`src/rtl/sh4a_fetch.sv`:
```
// SH4A instruction fetch front end: fetches aligned 32-bit words, splits them
// into halfwords and hands {insn, pc} pairs to decode through a small FIFO.
module sh4a_fetch #(
    parameter logic [31:0] RESET_PC = 32'hA000_0000,
    parameter int          DEPTH    = 4
) (
    input  logic        clk,
    input  logic        reset,
    output logic        mem_req,
    output logic [31:0] mem_addr,
    input  logic        mem_ack,
    input  logic [31:0] mem_rdata,
    output logic        fetch_valid,
    output logic [15:0] fetch_insn,
    output logic [31:0] fetch_pc,
    input  logic        fetch_ready,
    input  logic        redirect_valid,
    input  logic [31:0] redirect_pc
);
    localparam int PW = $clog2(DEPTH);
    localparam int CW = PW + 1;
    localparam logic [CW-1:0] ISSUE_MAX = CW'(DEPTH - 2);

    typedef enum logic [1:0] {IDLE, WAIT, DISCARD} state_t;

    state_t        state;
    logic [31:0]   next_pc;
    logic [CW-1:0] count;
    logic [CW-1:0] count_next;
    logic [CW-1:0] push_n;
    logic [PW-1:0] head;
    logic [PW-1:0] tail;
    logic [PW-1:0] tail_p1;
    logic [15:0]   insn_q [DEPTH];
    logic [31:0]   pc_q   [DEPTH];
    logic          pop;
    logic          push_ok;
    logic          issue_ok;
    logic [31:0]   word_addr;
    logic [31:0]   word_next;

    // While a request is outstanding mem_addr is the word being fetched.
    assign word_addr   = mem_addr;
    assign word_next   = word_addr + 32'd4;
    assign push_ok     = (state == WAIT) && mem_ack && !redirect_valid;
    assign push_n      = !push_ok ? '0 : (next_pc[1] ? CW'(1) : CW'(2));
    assign pop         = fetch_valid && fetch_ready && !redirect_valid;
    assign count_next  = count + push_n - CW'(pop);
    assign issue_ok    = count_next <= ISSUE_MAX;
    assign tail_p1     = tail + PW'(1);
    assign fetch_valid = count != '0;
    assign fetch_insn  = insn_q[head];
    assign fetch_pc    = pc_q[head];

    always_ff @(posedge clk) begin
        if (!reset && push_ok) begin
            if (next_pc[1]) begin
                insn_q[tail]    <= mem_rdata[31:16];
                pc_q[tail]      <= word_addr + 32'd2;
            end else begin
                insn_q[tail]    <= mem_rdata[15:0];
                pc_q[tail]      <= word_addr;
                insn_q[tail_p1] <= mem_rdata[31:16];
                pc_q[tail_p1]   <= word_addr + 32'd2;
            end
        end
    end

    always_ff @(posedge clk) begin
        if (reset) begin
            state    <= IDLE;
            mem_req  <= 1'b0;
            mem_addr <= RESET_PC & ~32'd3;
            next_pc  <= RESET_PC;
            count    <= '0;
            head     <= '0;
            tail     <= '0;
        end else if (redirect_valid) begin
            // Flush wins over everything; an in-flight request is still
            // completed on the bus but its data is thrown away.
            count   <= '0;
            head    <= '0;
            tail    <= '0;
            next_pc <= redirect_pc & ~32'd1;
            case (state)
                IDLE: state <= IDLE;
                WAIT: begin
                    if (mem_ack) begin
                        mem_req <= 1'b0;
                        state   <= IDLE;
                    end else begin
                        state   <= DISCARD;
                    end
                end
                DISCARD: begin
                    if (mem_ack) begin
                        mem_req <= 1'b0;
                        state   <= IDLE;
                    end
                end
                default: begin
                    mem_req <= 1'b0;
                    state   <= IDLE;
                end
            endcase
        end else begin
            count <= count_next;
            head  <= head + PW'(pop);
            tail  <= tail + push_n[PW-1:0];
            case (state)
                IDLE: begin
                    if (issue_ok) begin
                        mem_req  <= 1'b1;
                        mem_addr <= next_pc & ~32'd3;
                        state    <= WAIT;
                    end
                end
                WAIT: begin
                    if (mem_ack) begin
                        next_pc <= word_next;
                        if (issue_ok) begin
                            mem_addr <= word_next;
                        end else begin
                            mem_req <= 1'b0;
                            state   <= IDLE;
                        end
                    end
                end
                DISCARD: begin
                    if (mem_ack) begin
                        mem_req <= 1'b0;
                        state   <= IDLE;
                    end
                end
                default: begin
                    mem_req <= 1'b0;
                    state   <= IDLE;
                end
            endcase
        end
    end
endmodule
```
`config.mk`:
```
export PLATFORM = sky130hd
export DESIGN_NAME = sh4a_fetch
export DESIGN_NICKNAME = d
export VERILOG_FILES = /design/src/rtl/sh4a_fetch.sv
export SDC_FILE = /design/constraint.sdc
export NUM_CORES = 1
export LEC_CHECK = 0
export ABC_AREA = 1
export CAP_MARGIN = 10
export CORE_MARGIN = 3
export CORE_UTILIZATION = 45
export DETAILED_ROUTE_END_ITERATION = 7
export DONT_BUFFER_PORTS = 1
export HOLD_SLACK_MARGIN = 0.08
export PLACE_DENSITY = 0.62
export RECOVER_POWER = 100
export SETUP_SLACK_MARGIN = 0.2
export SYNTH_ARGS = -nofsm -noshare
export SYNTH_HDL_FRONTEND = slang
export SYNTH_SLANG_ARGS = --single-unit
```
`constraint.sdc`:
```
create_clock -name clk -period 7.11 [get_ports clk]
set_input_delay 1.422 -clock clk [delete_from_list [all_inputs] [get_ports clk]]
set_output_delay 1.422 -clock clk [all_outputs]
set_load 0.005 [all_outputs]
```
==> flow_summary.toml, run 1 <==
[clocking]
cts_tree = "done"
cts_hold_buf = 0
h-tree-depth = 1
cts_buffer_depth = 3
insertion_delay_ns = 0.54
cts-root-buf = "clkbuf_16"
numCtsBuffers = 29
postCtsSetupBuffers = 0
clock-sinks = 259
clk_pin_slew_worst_paths_ns = 0.06
cts.repair.resized = 0

[synth]
async_flop_share = 0
ys_types = 34
yosys.area_share.simple = 0.1921
synthXorXnorAreaFrac = 0.006921
yosys_warnings = 0
synth_ff_type = "edfxtp_1"
synth_area_sq_um = 12650
synth_top_area_share = 0.4461
synth_compound_area_frac = 0.1382
synth_fa_ha_area_frac = 0.008503
syn-instance-count = 1499
synth_top_family_by_area = "simple AND/OR/NAND/NOR gates"
muxShareOfSynthArea = 0
ys_seq_area_frac = 0.5584
synth_area_leaders = "edfxtp_1 45%, dfxtp_1 11%, nand2_1 8.4%"
synth_edf_count = 188
synth_top_area_cell = "edfxtp_1"
ys_ff_latch = 259
synth.avg_cell_area_sq_um = 8.442

[setup_path]
startpoint_type = "primary input"
cp-end-kind = "register"
path_max_fanout = 28
slowest_delay_ns = 1.39
regToRegSetupSlack_ns = 1.83
crit_chain = "nand2_1 -> nor2_8 -> nand2_1 -> nor2_1 -> inv_2 -> nor2_1 -> o21ai_0"
cp.arrival_ns = 5.74
slowest_stage = "nor2_1"
path_class = "primary input to register"
cp.required_ns = 7.33

[die]
die_w_um = 173.7
initial_utilization = 0.4631
rows = 60
core_area_sq_um = 27330
chipHeight_um = 173.7
dieArea_sq_um = 30170
ios = 151

[route]
ant_nets = 0
postRouteWirelength_um = 31810
route.vias.total = 9333
drtIter0Drc = 803
drc = 0
first_pass_iters = 5
wl_per_cell_um = 18.20
routed_via_density = 5.339

[flow_run]
drv_cap = 1

[global_route]
gr-total-overflow = 0
antenna_found_initial = 0
grt_max_degree = 96
grt_pass1_vias = 8813
grt_usage = 0.2059
grt_first_pass_wirelength_um = 49640

[timing]
holdWs_ns = 0.4773
finalCritPeriodShare = 0.7765
timing.slew.headroom = -0.2176
timing.fmax_mhz = 181.1
finalCriticalPeriod_ns = 5.521
rsz0062_at_grt = "false"
tns_ns = 0
clock_skew_ns = 0.01461
hold_violations = 0
maxSlewViolCount = 28
setup_viol = 0
worst_pin_slew_ns = 1.820

[placed_design]
globalplace.congestion = 0.8413
dp_hpwl_um = 20070
io_buffers = 0

[power_and_ir_drop]
p_total_mw = 3.912
seqPwrFrac = 0.480
intPower_mw = 2.901
swShare = 0.2584
p_per_area_nw_per_um2 = 289.9
leakagePower_nw = 4.912
vdd_drop_max_v = 0.0002103
p_switching_mw = 1.011
power_frac_clock = 0.422
p_comb_frac = 0.098

[cells_and_area]
mostFrequentLayoutCells = "285 x nand2_1, 235 x nor2_1, 194 x o21ai_0"
multiInputGateArea_sq_um = 4383
drive_gt1_frac = 0.05015
seq_area_sq_um = 7067
area_growth_pct = 6.634
layout_commonest_cell = "nand2_1"
antenna_cells = 0
final_nets = 1430
fillers = 2601

[min_path]
hp-class = "register to register"

[status]
failed_checks = "max-capacitance violations, max-slew violations"
status = "complete, but fails checks"
-- cells in the mapped netlist, types with 7 or more instances --
master / number
clkbuf_1: 167
o21bai_1: 8
nor3_1: 9
o22ai_1: 60
o21ai_1: 11
o21ai_0: 188
edfxtp_1: 188
dfxtp_1: 71
ha_1: 7
buf_2: 12
nor2_1: 230
a31oi_1: 10
nand3_1: 53
a21oi_1: 30
nand2_1: 283
inv_1: 113
-- cell type report --
cell class	count	share of cell area
Sequential cell	259	0.5237
Multi-Input combinational cell	935	0.3248
Clock buffer	38	0.05934
Tap cell	372	0.03449
Inverter	115	0.03199
Clock inverter	16	0.01929
Timing Repair Buffer	13	0.006398
-- state kept, by name, summed over array words and instances, names as in the netlist --
signal    count
state         2
mem_addr     30
pc_q        124
mem_req       1
insn_q       64
next_pc      31
tail          2
count         3
head          2
-- power groups by stage --
stage,Sequential [mW],Clock (mW),Combinational (mW)
after floorplan,1.84,0,0.400
after global placement,1.91,0,0.382
after detailed placement,1.91,0,0.387
after CTS,1.88,1.67,0.390
after global routing,1.89,1.74,0.442
final,1.88,1.65,0.384
-- layer usage --
| layer | global-route usage | wire, um |
|---|---|---|
| met1 | 0.2825 | 14110 |
| met2 | 0.3313 | 14600 |
| met3 | 0.04205 | 2166 |
| met4 | 0.06267 | 928 |
| met5 | 0 | 0 |
-- logic make-up (layout without fill, tap and decap cells) --
group | Yosys count | in the layout
compound gates | 320 | 320
xor+xnor | 10 | 10
fa+ha+maj | 8 | 8
buf+inv | 307 | 182
flops | 259 | 259
other cells | 1 | 3
simple gates | 594 | 594
-- stage by stage --
step	cells	area (sq um)	utilization	worst slack [ns]
finish	1748	13490	0.4938	1.589
global route	1748	13490	0.4938	1.235
CTS	1748	13560	0.4962	2.698
detailed placement	1694	12500	0.4573	2.133
global placement	1694	12500	0.4573	2.179
floorplan	1501	12660	-	1.175
-- critical path: cells and delay by family --
family / cells / cell delay [ns]
buf+inv: 1 / 0.51
simple gates: 5 / 3.51
compound gates: 1 / 0.28
-- path summary, 6_finish.rpt --
check | startpoint | to | cells past startpoint
worst max-delay path | mem_ack | insn_q[2][0] | 7
worst min register to register | next_pc[13] | next_pc[13] | 2
worst max register to register | state[1] | insn_q[2][0] | 9
worst min-delay path | next_pc[13] | next_pc[13] | 2
Note: power is estimated with default switching activity, not from simulation.
==> run 2: changes to the inputs <==
clock period = 5.4 ns   (was 7.11 ns; I/O delays follow)
==> run 2 against run 1 <==
Effect of this change:
- the run still ends with max-capacitance violations, max-slew violations left
- sequential share of layout area is 0.53 points higher
- clock skew fell by 0.0027 ns
- register-to-register slack worse by 1.1 ns
- clock power is 19% higher
- sequential cell count unchanged
- first-iteration DRC count down 1.1%
- total power increased by 26%
- non-clock buffer count is 2 higher
==> flow_summary.toml, run 2 (same netlist as run 1, synthesis figures left out) <==
[cells_and_area]
mostFrequentLayoutCells = "285 x nand2_1, 235 x nor2_1, 195 x o21ai_0"
largest-register = "pc_q"
final_nets = 1432
fillers = 2657
area_growth_pct = 5.567
drive_gt1_frac = 0.04790
multiInputGateArea_sq_um = 4342
reg.largest.list = "pc_q: 124 flops, insn_q: 64 flops, next_pc: 31 flops"
largest_reg_flops = 124
layout_commonest_cell = "nand2_1"
seq_area_sq_um = 7067
antenna_cells = 0
fin_area_sq_um = 13360

[setup_path]
slowest_stage = "clkbuf_2"
path_class = "register to register"
cp.arrival_ns = 4.82
cp.required_ns = 5.56
path_max_fanout = 38
regToRegSetupSlack_ns = 0.74
slowest_delay_ns = 1.05
crit_chain = "inv_1 -> ha_1 -> nand2_1 -> nor2_8 -> nand2_1 -> nor2_8 -> inv_1 -> o22ai_1 -> clkbuf_2"
cp-end-kind = "register"
startpoint_type = "register"

[route]
routed_via_density = 5.383
wl_per_cell_um = 18.36
drtIter0Drc = 794
first_pass_iters = 5
drc = 0
postRouteWirelength_um = 32130
ant_nets = 0
route.vias.total = 9421

[die]
chipHeight_um = 173.7
ios = 151
die_w_um = 173.7
initial_utilization = 0.4631
rows = 60
dieArea_sq_um = 30170
core_area_sq_um = 27330

[clocking]
cts-root-buf = "clkbuf_16"
insertion_delay_ns = 0.55
cts_tree = "done"
clk_pin_slew_worst_paths_ns = 0.06
h-tree-depth = 1
cts_hold_buf = 0
postCtsSetupBuffers = 0
cts.repair.resized = 0
cts_buffer_depth = 3
clock-sinks = 259
numCtsBuffers = 29

[timing]
clock_skew_ns = 0.01195
timing.fmax_mhz = 214.7
hold_violations = 0
finalCritPeriodShare = 0.8626
maxSlewViolCount = 161
timing.slew.headroom = -0.2031
rsz0062_at_grt = "false"
worst_pin_slew_ns = 1.798
tns_ns = 0
setup_viol = 0
finalCriticalPeriod_ns = 4.658

[power_and_ir_drop]
p_comb_frac = 0.102
seqPwrFrac = 0.501
power_frac_clock = 0.397
p_per_area_nw_per_um2 = 370.4
intPower_mw = 3.596
leakagePower_nw = 4.842
vdd_drop_max_v = 0.0002862
swShare = 0.2732
p_switching_mw = 1.352

[placed_design]
placed_cell_area_sq_um = 12510
dp_hpwl_um = 20210
io_buffers = 0
globalplace.congestion = 0.8660

[status]
failed_checks = "max-capacitance violations, max-slew violations"
status = "complete, but fails checks"

[flow_run]
drv_cap = 6

[global_route]
grt_usage = 0.2076
gr-total-overflow = 0
grt_max_degree = 96
antenna_found_initial = 0
grt_first_pass_wirelength_um = 49960
grt_pass1_vias = 8769

[min_path]
hp-class = "register to register"
[run 2: stage by stage]
stage	total power, mW	worst slack (ns)	util	hold slack [ns]	cells
after floorplan	2.942	0.8840	-	0.4425	1501
after global placement	3.018	0.8764	0.4579	0.4591	1696
after detailed placement	3.029	0.7621	0.4579	0.4604	1696
after CTS	4.989	1.166	0.4932	0.4765	1750
after global routing	5.164	0.4398	0.4889	0.4991	1750
final	4.948	0.7417	0.4889	0.4741	1750
[run 2: critical path: cells and delay by family, from the launching register on]
family,cells,cell delay [ns]
AO/OA/AOI/OAI,1,0.94
adder cells (fa/ha/maj),1,0.17
buffers and inverters,3,1.45
flip-flops,1,0.32
AND/OR/NAND/NOR,4,1.37
[run 2: layer usage]
metal	global-route usage	routed length, um
met5	0	0
met2	0.3388	15100
met3	0.04490	2324
met4	0.05697	890
met1	0.2816	13820
[run 2: layout make-up]
| cell class | count | area share |
|---|---|---|
| sequential | 259 | 0.5290 |
| inverter | 115 | 0.03231 |
| timing repair buffer | 15 | 0.006650 |
| clock buffer | 32 | 0.05591 |
| clock inverter | 22 | 0.01630 |
| multi-input combinational | 935 | 0.3250 |
| tap | 372 | 0.03484 |
[run 2: final timing paths]
path	cells after the start	start	to
worst min-delay path	2	next_pc[29]	next_pc[29]
worst min register to register	2	next_pc[29]	next_pc[29]
worst max-delay path	9	state[1]	pc_q[2][14]
worst max register to register	9	state[1]	pc_q[2][14]
[run 2: power groups by stage]
stage | registers, mW | clock network [mW] | logic, mW
floorplan | 2.42 | 0 | 0.527
global placement | 2.52 | 0 | 0.497
detailed placement | 2.52 | 0 | 0.505
CTS | 2.48 | 2.00 | 0.508
global route | 2.50 | 2.09 | 0.576
finish | 2.48 | 1.97 | 0.503
==> run 3: changes to the inputs <==
CORE_UTILIZATION = 25   (was 45)
DONT_BUFFER_PORTS = not set   (was 1)
PLACE_DENSITY = 0.44   (was 0.62)
==> run 3 against run 2 <==
Effect of this change:
- the flow still finishes with violations (max-capacitance violations, max-slew violations)
- sequential power barely moved
- maximum frequency up 2.9%
- clock power up 5%
- sequential cell count unchanged
- critical path type is now register to output pin
- combinational power rose by 38%
- clock skew up 0.0037 ns
- total power rose by 6.0%
- sequential share of layout area shrank 6.9 points
- via count increased by 5.6%
- final area increased by 15%
- global-route usage shrank 6.5 points
- largest power group unchanged
- highest routed layer unchanged
- first-iteration DRC count down 9.2%
==> flow_summary.toml, run 3 (same netlist as run 1, synthesis figures left out) <==
[clocking]
cts_tree = "done"
numCtsBuffers = 31
cts.repair.resized = 0
cts_hold_buf = 0
h-tree-depth = 1
clock-sinks = 259
insertion_delay_ns = 0.58
clk_pin_slew_worst_paths_ns = 0.06
cts-root-buf = "clkbuf_16"
cts_buffer_depth = 3
postCtsSetupBuffers = 0

[power_and_ir_drop]
vdd_drop_max_v = 0.0002327
leakagePower_nw = 5.605
p_per_area_nw_per_um2 = 341.3

[timing]
hold_violations = 0
timing.fmax_mhz = 220.8
maxSlewViolCount = 49
worst_pin_slew_ns = 2.302
rsz0062_at_grt = "false"
finalCritPeriodShare = 0.8386
tns_ns = 0
finalCriticalPeriod_ns = 4.528
timing.slew.headroom = -0.5345
setup_viol = 0
clock_skew_ns = 0.01569

[setup_path]
path_max_fanout = 68
cp.required_ns = 4.32
path_class = "register to output pin"
critPathBufInv = 2
rr_worst_depth = 10
slowest_stage = "dfxtp_1"
cp_top_family = "buffers and inverters"
slowest_delay_ns = 0.98
startpoint_type = "register"
cp.arrival_ns = 3.45
crit_cells = 4
cp-end-kind = "output pin"
crit_chain = "buf_4 -> o21ai_0 -> o22ai_1 -> dlygate4sd3_1"

[min_path]
hold_depth = 2
hp-class = "register to register"

[global_route]
gr-total-overflow = 0
grt_max_degree = 69
antenna_found_initial = 0
grt_usage = 0.1427
grt_first_pass_wirelength_um = 58590
grt_pass1_vias = 9623

[die]
ios = 151
die_w_um = 231.0
rows = 81
initial_utilization = 0.2559
core_area_sq_um = 49460
chipHeight_um = 231.0
dieArea_sq_um = 53350

[cells_and_area]
drive_gt1_frac = 0.05088
largest-register = "pc_q"
fin_util = 0.3106
antenna_cells = 0
largest_reg_flops = 124
final_nets = 1588
reg.largest.list = "pc_q: 124 flops, insn_q: 64 flops, next_pc: 31 flops"
mostFrequentLayoutCells = "283 x nand2_1, 233 x nor2_1, 194 x o21ai_0"
area_growth_pct = 21.41
layout_commonest_cell = "nand2_1"

[placed_design]
globalplace.congestion = 0.7819
io_buffers = 146
dp_hpwl_um = 25360

[route]
wl_per_cell_um = 17.71
first_pass_iters = 5
routed_via_density = 4.528
drc = 0
drtIter0Drc = 721
postRouteWirelength_um = 38900
route.vias.total = 9948
ant_nets = 0

[status]
failed_checks = "max-capacitance violations, max-slew violations"
status = "complete, but fails checks"

[flow_run]
drv_cap = 2
## run 3: cell count changes in the layout (fill, tap and decap cells not counted), moves of 4 or more
cell / previous run / this run
clkdlybuf4s50_1: 0 / 68
dlygate4sd3_1: 0 / 76
buf_4: 8 / 14
clkinvlp_4: 4 / 0
buf_12: 0 / 4
clkbuf_1: 7 / 15
## run 3: cell type report
class	count	area, sq um
Fill cell	5263	34090
Sequential cell	259	7068
Multi-Input combinational cell	935	4389
Timing Repair Buffer	169	1653
Clock inverter	15	171.4
Tap cell	664	830.8
Clock buffer	40	819.5
Inverter	115	431.7
## run 3: tightest hold or removal path: stages, from the launching register on
cell     delay (ns)
dfxtp_1        0.33
nand2_1        0.05
nand3_1        0.07
## run 3: per-stage QoR
| stage | setup slack [ns] | power (mW) | area (sq um) | hold slack [ns] | instances |
|---|---|---|---|---|---|
| 6_report | 0.8718 | 5.243 | 15360 | 0.4757 | 2197 |
| 5_1_grt | 0.5881 | 5.487 | 15360 | 0.5009 | 2197 |
| 4_1_cts | 1.113 | 5.352 | 15430 | 0.4750 | 2197 |
| 3_5_place_dp | 0.6903 | 3.247 | 14440 | 0.4577 | 2142 |
| 3_3_place_gp | 0.6848 | 3.244 | 14440 | 0.4564 | 2142 |
| 2_1_floorplan | 0.8840 | 2.942 | 12660 | 0.4425 | 1501 |
## run 3: final timing paths
check	slack, ns	from	endpoint
max	0.87	head[0]	fetch_pc[18]
max reg2reg	1.31	state[1]	pc_q[0][31]
min	0.48	next_pc[31]	next_pc[31]
min reg2reg	0.48	next_pc[31]	next_pc[31]
## run 3: where the power goes
part           internal, mW  total (mW)  switching, mW
registers              2.28        2.47          0.190
clock network          1.25        2.07          0.827
logic                 0.291       0.696          0.405
total                  3.82        5.24           1.42
## run 3: layer usage
| metal | up-vias | GRT usage | wire, um |
|---|---|---|---|
| li1 | 4930 | - | - |
| met5 | - | 0 | 0 |
| met3 | 50 | 0.02332 | 1956 |
| met2 | 226 | 0.2372 | 18100 |
| met1 | 4742 | 0.1953 | 18020 |
| met4 | 0 | 0.03235 | 825 |
